==> src/rtl/gray_cnt_pkg.sv <==
// Shared Gray-counter helpers: width limit, direction codes,
// and width-generic bin2gray / gray2bin conversions.
package gray_cnt_pkg;

  localparam int MAX_W = 32;

  localparam logic DIR_DOWN = 1'b0;
  localparam logic DIR_UP   = 1'b1;

  function automatic logic [MAX_W-1:0] bin2gray(
    input logic [MAX_W-1:0] b
  );
    return b ^ (b >> 1);
  endfunction

  function automatic logic [MAX_W-1:0] gray2bin(
    input logic [MAX_W-1:0] g
  );
    logic [MAX_W-1:0] r;
    r[MAX_W-1] = g[MAX_W-1];
    for (int i = MAX_W - 2; i >= 0; i--)
      r[i] = r[i+1] ^ g[i];
    return r;
  endfunction

endpackage

==> src/rtl/gray_bit_index.sv <==
// Priority encoder: one-hot diff -> bit index (lowest set bit wins).
// Ports: diff (WIDTH) in, idx (IDXW) out; purely combinational.
module gray_bit_index #(
  parameter int WIDTH = 4,
  localparam int IDXW = $clog2(WIDTH)
) (
  input  logic [WIDTH-1:0] diff,
  output logic [IDXW-1:0]  idx
);

  always_comb begin
    idx = '0;
    for (int i = WIDTH - 1; i >= 0; i--)
      if (diff[i]) idx = IDXW'(i);
  end

endmodule

==> src/rtl/gray_counter_param.sv <==
// Up/down loadable Gray counter with registered gray/bin, step
// pulse, toggled-bit index and boundary pulse (edge_hit).
// Ports: clk, rst(async hi), en, up, load, load_val -> gray, bin,
//   stepped, toggle_idx, edge_hit.
// Build option: GRAY_CNT_SATURATE_EN blocks wrapping steps.
module gray_counter_param
  import gray_cnt_pkg::*;
#(
  parameter int          WIDTH   = 4,
  parameter int unsigned RST_VAL = 0,
  localparam int         IDXW    = $clog2(WIDTH)
) (
  input  logic             clk,
  input  logic             rst,
  input  logic             en,
  input  logic             up,
  input  logic             load,
  input  logic [WIDTH-1:0] load_val,
  output logic [WIDTH-1:0] gray,
  output logic [WIDTH-1:0] bin,
  output logic             stepped,
  output logic [IDXW-1:0]  toggle_idx,
  output logic             edge_hit
);

  localparam logic [WIDTH-1:0] RST_B = WIDTH'(RST_VAL);
  localparam logic [WIDTH-1:0] RST_G =
    WIDTH'(bin2gray(MAX_W'(RST_VAL)));

  logic [WIDTH-1:0] cnt_nxt;
  logic [WIDTH-1:0] gray_nxt;
  logic [IDXW-1:0]  idx_nxt;
  logic             step;
  logic             hit;
  logic             wrap;

  assign wrap = (up == DIR_UP) ? (&bin) : ~(|bin);

  always_comb begin
    cnt_nxt = bin;
    step    = 1'b0;
    hit     = 1'b0;
    if (load) begin
      cnt_nxt = load_val;
    end else if (en) begin
`ifdef GRAY_CNT_SATURATE_EN
      hit  = wrap;
      step = ~wrap;
`else
      hit  = wrap;
      step = 1'b1;
`endif
      if (step)
        cnt_nxt = (up == DIR_UP) ? bin + WIDTH'(1)
                                 : bin - WIDTH'(1);
    end
    gray_nxt = WIDTH'(bin2gray(MAX_W'(cnt_nxt)));
  end

  // Old vs. new gray differ in exactly one bit on a step.
  gray_bit_index #(.WIDTH(WIDTH)) u_idx (
    .diff (gray ^ gray_nxt),
    .idx  (idx_nxt)
  );

  always_ff @(posedge clk or posedge rst) begin
    if (rst) begin
      bin        <= RST_B;
      gray       <= RST_G;
      stepped    <= 1'b0;
      edge_hit   <= 1'b0;
      toggle_idx <= '0;
    end else begin
      bin      <= cnt_nxt;
      gray     <= gray_nxt;
      stepped  <= step;
      edge_hit <= hit;
      if (step) toggle_idx <= idx_nxt;
    end
  end

endmodule

==> config.mk <==
export PLATFORM = sky130hd
export DESIGN_NAME = gray_counter_param
export DESIGN_NICKNAME = d
export VERILOG_FILES = /design/src/rtl/gray_cnt_pkg.sv /design/src/rtl/gray_bit_index.sv /design/src/rtl/gray_counter_param.sv
export SDC_FILE = /design/constraint.sdc
export NUM_CORES = 1
export LEC_CHECK = 0
export CAP_MARGIN = 5
export CORE_MARGIN = 1
export CORE_UTILIZATION = 39
export CTS_CLUSTER_SIZE = 8
export DETAILED_ROUTE_END_ITERATION = 10
export PLACE_DENSITY_LB_ADDON = 0.08
export SYNTH_ARGS = -nofsm -noshare
export SYNTH_HDL_FRONTEND = slang
export SYNTH_SLANG_ARGS = --single-unit
==> constraint.sdc <==
create_clock -name clk -period 3.03 [get_ports clk]
set_input_delay 0.7575 -clock clk [delete_from_list [all_inputs] [get_ports clk]]
set_output_delay 0.7575 -clock clk [all_outputs]
set_load 0.01 [all_outputs]
==> metrics.cfg, run 1 <==
[cts]
clock-sinks=11
ctsLongestPathBuffers=2
clk_pin_slew_ns=0.07
numCtsBuffers=3
htree_levels=1
cts_resized=0
insertion_delay_ns=0.27
holdBufCountCts=0
postCtsSetupRepairBufs=0
cts_tree=yes
cts_root_buf=clkbuf_4

[global_routing]
grt_pass1_vias=649
grtUsageTotal=0.189
antenna_found_initial=0
grt_first_pass_wirelength_um=2860
grt_overflow=0
grt_max_degree=18

[place]
preCtsSetupSlack_ns=-0.0467
routabilityCongestion=0.756
dp_hpwl_um=1390
dp.cells=137
io_buffer_count=20

[yosys]
synth-edff-count=0
synth.largest_area_cell=dfrtp_1
ys_types=39
ys_seq_elements=11
async_reset_ff_frac=1.00
seq_area_frac_synth=0.340
postSynthCellCount=88
syn_nets=100
yosys-top-cells-area=dfrtp_1 34%, xnor2_1 5.4%, nand2_1 5.1%
postSynthAreaPerCell_um2=9.20
synth_area_um2=810
synth_top_area_share=0.340
synth_warnings=0
synth_top_flop_cell=dfrtp_1

[route]
via_count=740
first_pass_iters=7
post_drt_wl_per_cell_um=13.0
drt.antenna.violating_nets=0
via_per_inst=5.25
drt_iter0_drc=14
wirelength_um=1840
drc_errors=1

[sta]
fin_crit_sh=0.917
fin_crit_ns=2.78
skew_ns=0.00528
rsz0062_at_grt=no
relSlewSlack=0.646
tightest_slew_ns=0.526
drv_slew=0
setup_viol=0
fin_setup_tns_ns=0
fmax_mhz=360
hold_viol_final=0
timing.final.ws_setup_ns=0.250

[power]
intPower_uw=372
share_seq_of_total_power=0.361
p_leak_nw=0.476
switching_share=0.354
combPwrFrac=0.468
ir_drop_mv=0.343
power_density_mw_per_mm2=530
power_uw=575
clock_power_share=0.171
p_sw_uw=204

[critical_path]
slowest_stage=clkdlybuf4s50_1
critPathArrivalTime_ns=2.96
worst-path-buf-inv=1
critPathKind=in -> reg
start_kind=input port
path_cells=clkdlybuf4s50_1, fa_1, xnor2_1, a2111oi_0, a211oi_1, mux2i_1, nand2_1, a211oi_2
crit_path_end_kind=flop
crit_required_ns=3.22
critPathTopFamily=compound AO/OA/AOI/OAI gates
max_stage_delay_ns=0.48
critPathMaxFanout=3

[layout]
multiInputGateArea_um2=483
diodes=0
final_cells=141
final_common_cell=clkdlybuf4s50_1
final_core_util=0.554
finalNetCount=127
area.sequential_um2=275
drive_gt1_frac=0.140
final_cell_mix=20 x clkdlybuf4s50_1, 11 x nand2_1, 11 x dfrtp_1
areaGrowthSynthToFinish_pct=34.2
fillers=202

[floorplanning]
initial_core_util=0.413
die_height_um=47.6
io_pins=21
rows=16
dieWidth_um=47.6
die_area_mm2=0.00226
core_area_mm2=0.00196

[job]
max_cap_violations=0

[worst_hold_path]
hp-class=reg -> reg

[status]
violations=DRC
status=complete, but fails checks

synthesized netlist by cell type (all sizes together), types with 2 or more instances:
cell,instances
inv,6
a21oi,5
dfrtp,11
nor2,4
xor2,2
a21o,3
buf,4
nor2b,3
o21ai,3
ha,2
nand3,5
xnor2,5
nand2,11
a211oi,3
per-stage QoR:
| stage | hold slack, ns | cell area (um2) |
|---|---|---|
| after floorplan | 0.530 | 810 |
| after global placement | 0.476 | 1060 |
| after detailed placement | 0.488 | 1060 |
| after CTS | 0.509 | 1090 |
| after global routing | 0.534 | 1090 |
| final | 0.504 | 1090 |
cells by family after synthesis:
| logic type | Yosys count | synth area share |
|---|---|---|
| AOI/OAI and AO/OA | 22 | 0.215 |
| muxes | 2 | 0.0263 |
| adders and majority gates | 3 | 0.0556 |
| buffers and inverters | 10 | 0.0634 |
| xor gates and xnor gates | 7 | 0.0757 |
| DFF | 11 | 0.340 |
| and+or+nand+nor | 33 | 0.224 |
layout make-up:
| cell class | instances | area share |
|---|---|---|
| Tap cell | 27 | 0.0311 |
| Clock buffer | 4 | 0.0242 |
| Timing Repair Buffer | 26 | 0.226 |
| Sequential cell | 11 | 0.253 |
| Inverter | 6 | 0.0207 |
| Multi-Input combinational cell | 67 | 0.445 |
sequential cells by signal, summed over array words and instances (netlist names):
name / cells
toggle_idx: 2
gray: 3
stepped: 1
edge_hit: 1
bin: 4
layer usage:
metal | vias up | share of wire | GRT usage
li1 | 363 | - | -
met2 | 14 | 0.49 | 0.329
met3 | 2 | 0.022 | 0.0113
met5 | - | 0 | 0
met1 | 361 | 0.48 | 0.236
met4 | 0 | 0.013 | 0.100
worst register-to-register path: stages, from the launching register on:
cell and delay [ns]:
dfrtp_1 0.50, inv_1 0.10, fa_1 0.41, xnor2_1 0.21, a2111oi_0 0.12, a211oi_1 0.41, mux2i_1 0.24, nand2_1 0.08
a211oi_2 0.21
final timing paths:
path / startpoint / endpoint / slack [ns] / cells past startpoint
worst max-delay path: up / toggle_idx[1] / 0.25 / 8
worst min-delay path: toggle_idx[0] / toggle_idx[0] / 0.50 / 2
worst max register to register: bin[0] / toggle_idx[1] / 0.67 / 8
worst min register to register: toggle_idx[0] / toggle_idx[0] / 0.50 / 2
max in group asynchronous: rst / bin[1] / 1.98 / 2
min in group asynchronous: rst / toggle_idx[1] / 0.77 / 2
power groups by stage:
stage | Clock [mW] | Sequential, mW | Combinational, mW
2_1_floorplan | 0 | 0.217 | 0.153
3_3_place_gp | 0 | 0.208 | 0.267
3_5_place_dp | 0 | 0.209 | 0.269
4_1_cts | 0.101 | 0.207 | 0.271
5_1_grt | 0.110 | 0.211 | 0.296
6_report | 0.0982 | 0.208 | 0.269
(Power assumes the default switching activity.)
==> run 2: changes to the inputs <==
--- a/config.mk
+++ b/config.mk
@@ -6,6 +6,7 @@
 export NUM_CORES = 1
 export LEC_CHECK = 0
 export CAP_MARGIN = 5
+export CORE_ASPECT_RATIO = 1.25
 export CORE_MARGIN = 1
 export CORE_UTILIZATION = 39
 export CTS_CLUSTER_SIZE = 8
==> metrics.cfg, run 2 (synthesized netlist as in run 1, its figures left out) <==
[route]
drc_errors=0  ; was 1
via_count=729  ; was 740
wirelength_um=1780  ; was 1840 um
drt_iter0_drc=4  ; was 14
drt.antenna.violating_nets=0  ; unchanged
top_layer_used=met4  ; unchanged
met2_length_um=916  ; was 896 um
wl_met3_um=39  ; was 40 um
first_pass_iters=2  ; was 7
drt-met1-wl_um=819  ; was 875 um
via_per_inst=5.40  ; was 5.25
post_drt_wl_per_cell_um=13.2  ; was 13.0 um

[power]
p_leak_nw=0.483  ; was 0.476 nW
ir_drop_mv=0.311  ; was 0.343 mV
power_density_mw_per_mm2=537  ; was 530 mW/mm2

[layout]
top_regs=bin (4), gray (3), toggle_idx (2)  ; unchanged
largest_reg_flops=4  ; unchanged
area.sequential_um2=275  ; unchanged
areaGrowthSynthToFinish_pct=34.2  ; unchanged
regMostFlops=bin  ; unchanged
final_cells=135  ; was 141
finalNetCount=128  ; was 127
final_cell_mix=20 x clkdlybuf4s50_1, 11 x nand2_1, 11 x dfrtp_1  ; unchanged
design_area_mm2=0.00109  ; unchanged
fillers=191  ; was 202
final_common_cell=clkdlybuf4s50_1  ; unchanged
multiInputGateArea_um2=483  ; unchanged
diodes=0  ; unchanged
drive_gt1_frac=0.157  ; was 0.140

[cts]
clk_pin_slew_ns=0.08  ; was 0.07 ns
clock-sinks=11  ; unchanged
cts_root_buf=clkbuf_4  ; unchanged
postCtsSetupRepairBufs=0  ; unchanged
numCtsBuffers=3  ; unchanged
holdBufCountCts=0  ; unchanged
cts_tree=yes  ; unchanged
cts_resized=0  ; unchanged
insertion_delay_ns=0.27  ; about the same
htree_levels=1  ; unchanged
ctsLongestPathBuffers=2  ; unchanged

[critical_path]
slowest_stage=clkdlybuf4s50_1  ; unchanged
timing.rr.start=bin[0]  ; unchanged
startpoint=up  ; unchanged
critPathTopFamily=compound AO/OA/AOI/OAI gates  ; unchanged
critPathArrivalTime_ns=2.92  ; was 2.96 ns
worst-path-buf-inv=2  ; was 1
crit_required_ns=3.21  ; was 3.22 ns
crit_cells=9  ; was 8
critPathMaxFanout=3  ; unchanged
start_kind=input port  ; unchanged
crit_path_end_kind=flop  ; unchanged
max_stage_delay_ns=0.47  ; was 0.48 ns
path_cells=clkdlybuf4s50_1, fa_1, xnor2_1, a2111oi_0, a211oi_1, buf_4, mux2i_1, nand2_1, a211oi_2  ; was clkdlybuf4s50_1, fa_1, xnor2_1, a2111oi_0, a211oi_1, mux2i_1, nand2_1, a211oi_2
critPathKind=in -> reg  ; unchanged
r2r_cells=9  ; was 8

[floorplanning]
rows=18  ; was 16
dieWidth_um=42.8  ; was 47.6 um
die_area_mm2=0.00226  ; about the same
core_area_mm2=0.00196  ; about the same
die_height_um=52.9  ; was 47.6 um
initial_core_util=0.413  ; about the same
io_pins=21  ; unchanged

[worst_hold_path]
hp-class=reg -> reg  ; unchanged
hold_path_depth=2  ; unchanged
hp-start=toggle_idx[0]  ; unchanged

[place]
routabilityCongestion=0.756  ; about the same
dp.cells=131  ; was 137
io_buffer_count=20  ; unchanged
dp_hpwl_um=1390  ; about the same
place_area_mm2=0.00106  ; about the same

[sta]
fin_crit_sh=0.901  ; was 0.917
hold_viol_final=0  ; unchanged
skew_ns=0.00850  ; was 0.00528 ns
setup_viol=0  ; unchanged
drv_slew=0  ; unchanged
tightest_slew_ns=0.400  ; was 0.526 ns
fmax_mhz=366  ; was 360 MHz
rsz0062_at_grt=no  ; unchanged
fin_setup_tns_ns=0  ; unchanged
fin_crit_ns=2.73  ; was 2.78 ns
relSlewSlack=0.732  ; was 0.646

[global_routing]
grt_first_pass_wirelength_um=3040  ; was 2860 um
grtUsageTotal=0.181  ; was 0.189
grt_overflow=0  ; unchanged
grt_pass1_vias=693  ; was 649
grt_max_degree=18  ; unchanged
antenna_found_initial=0  ; unchanged

[status]
status=completed  ; was complete, but fails checks

[job]
max_cap_violations=0  ; unchanged

run 2: changes by cell type in the layout (fill, tap and decap cells not counted):
cell      before  now
buf_4          6    7
clkbuf_1       1    0
clkinv_2       0    1
run 2: area by class of cell:
class | instances | share of cell area
multi-input combinational | 67 | 0.445
sequential | 11 | 0.253
timing repair buffer | 27 | 0.233
tap | 20 | 0.0230
clock buffer | 3 | 0.0207
inverter | 6 | 0.0207
clock inverter | 1 | 0.00461
run 2: power breakdown:
group	internal [mW]	switching [mW]	leakage [nW]	total [mW]
registers	0.175	0.0313	0.136	0.206
logic	0.151	0.125	0.330	0.276
clock network	0.0488	0.0526	0.0177	0.101
run 2: layer usage:
layer  vias to the layer above  track usage
li1                        363            -
met2                         9        0.333
met3                         2       0.0205
met4                         0       0.0625
met5                         -            0
met1                       355        0.215
run 2: worst reg2reg max path: stages (launching register included):
cell	delay, ns
dfrtp_1	0.49
inv_1	0.10
fa_1	0.42
xnor2_1	0.16
a2111oi_0	0.40
a211oi_1	0.10
buf_4	0.16
mux2i_1	0.14
nand2_1	0.08
a211oi_2	0.20
run 2: metrics by stage:
stage | worst slack [ns] | utilization | power (mW) | hold slack (ns)
after detailed placement | 0.0268 | 0.540 | 0.485 | 0.486
after CTS | 0.293 | 0.554 | 0.586 | 0.508
after global placement | 0.0353 | 0.540 | 0.481 | 0.477
final | 0.300 | 0.554 | 0.584 | 0.498
after global routing | 0.0980 | 0.554 | 0.625 | 0.537
after floorplan | 0.539 | - | 0.370 | 0.530
run 2: worst paths after layout:
path	slack [ns]	end
setup / recovery	0.30	toggle_idx[1]
setup reg to reg	0.71	toggle_idx[1]
hold / removal	0.50	toggle_idx[0]
max in group asynchronous	1.97	bin[3]
min in group asynchronous	0.77	gray[0]
hold reg to reg	0.50	toggle_idx[0]
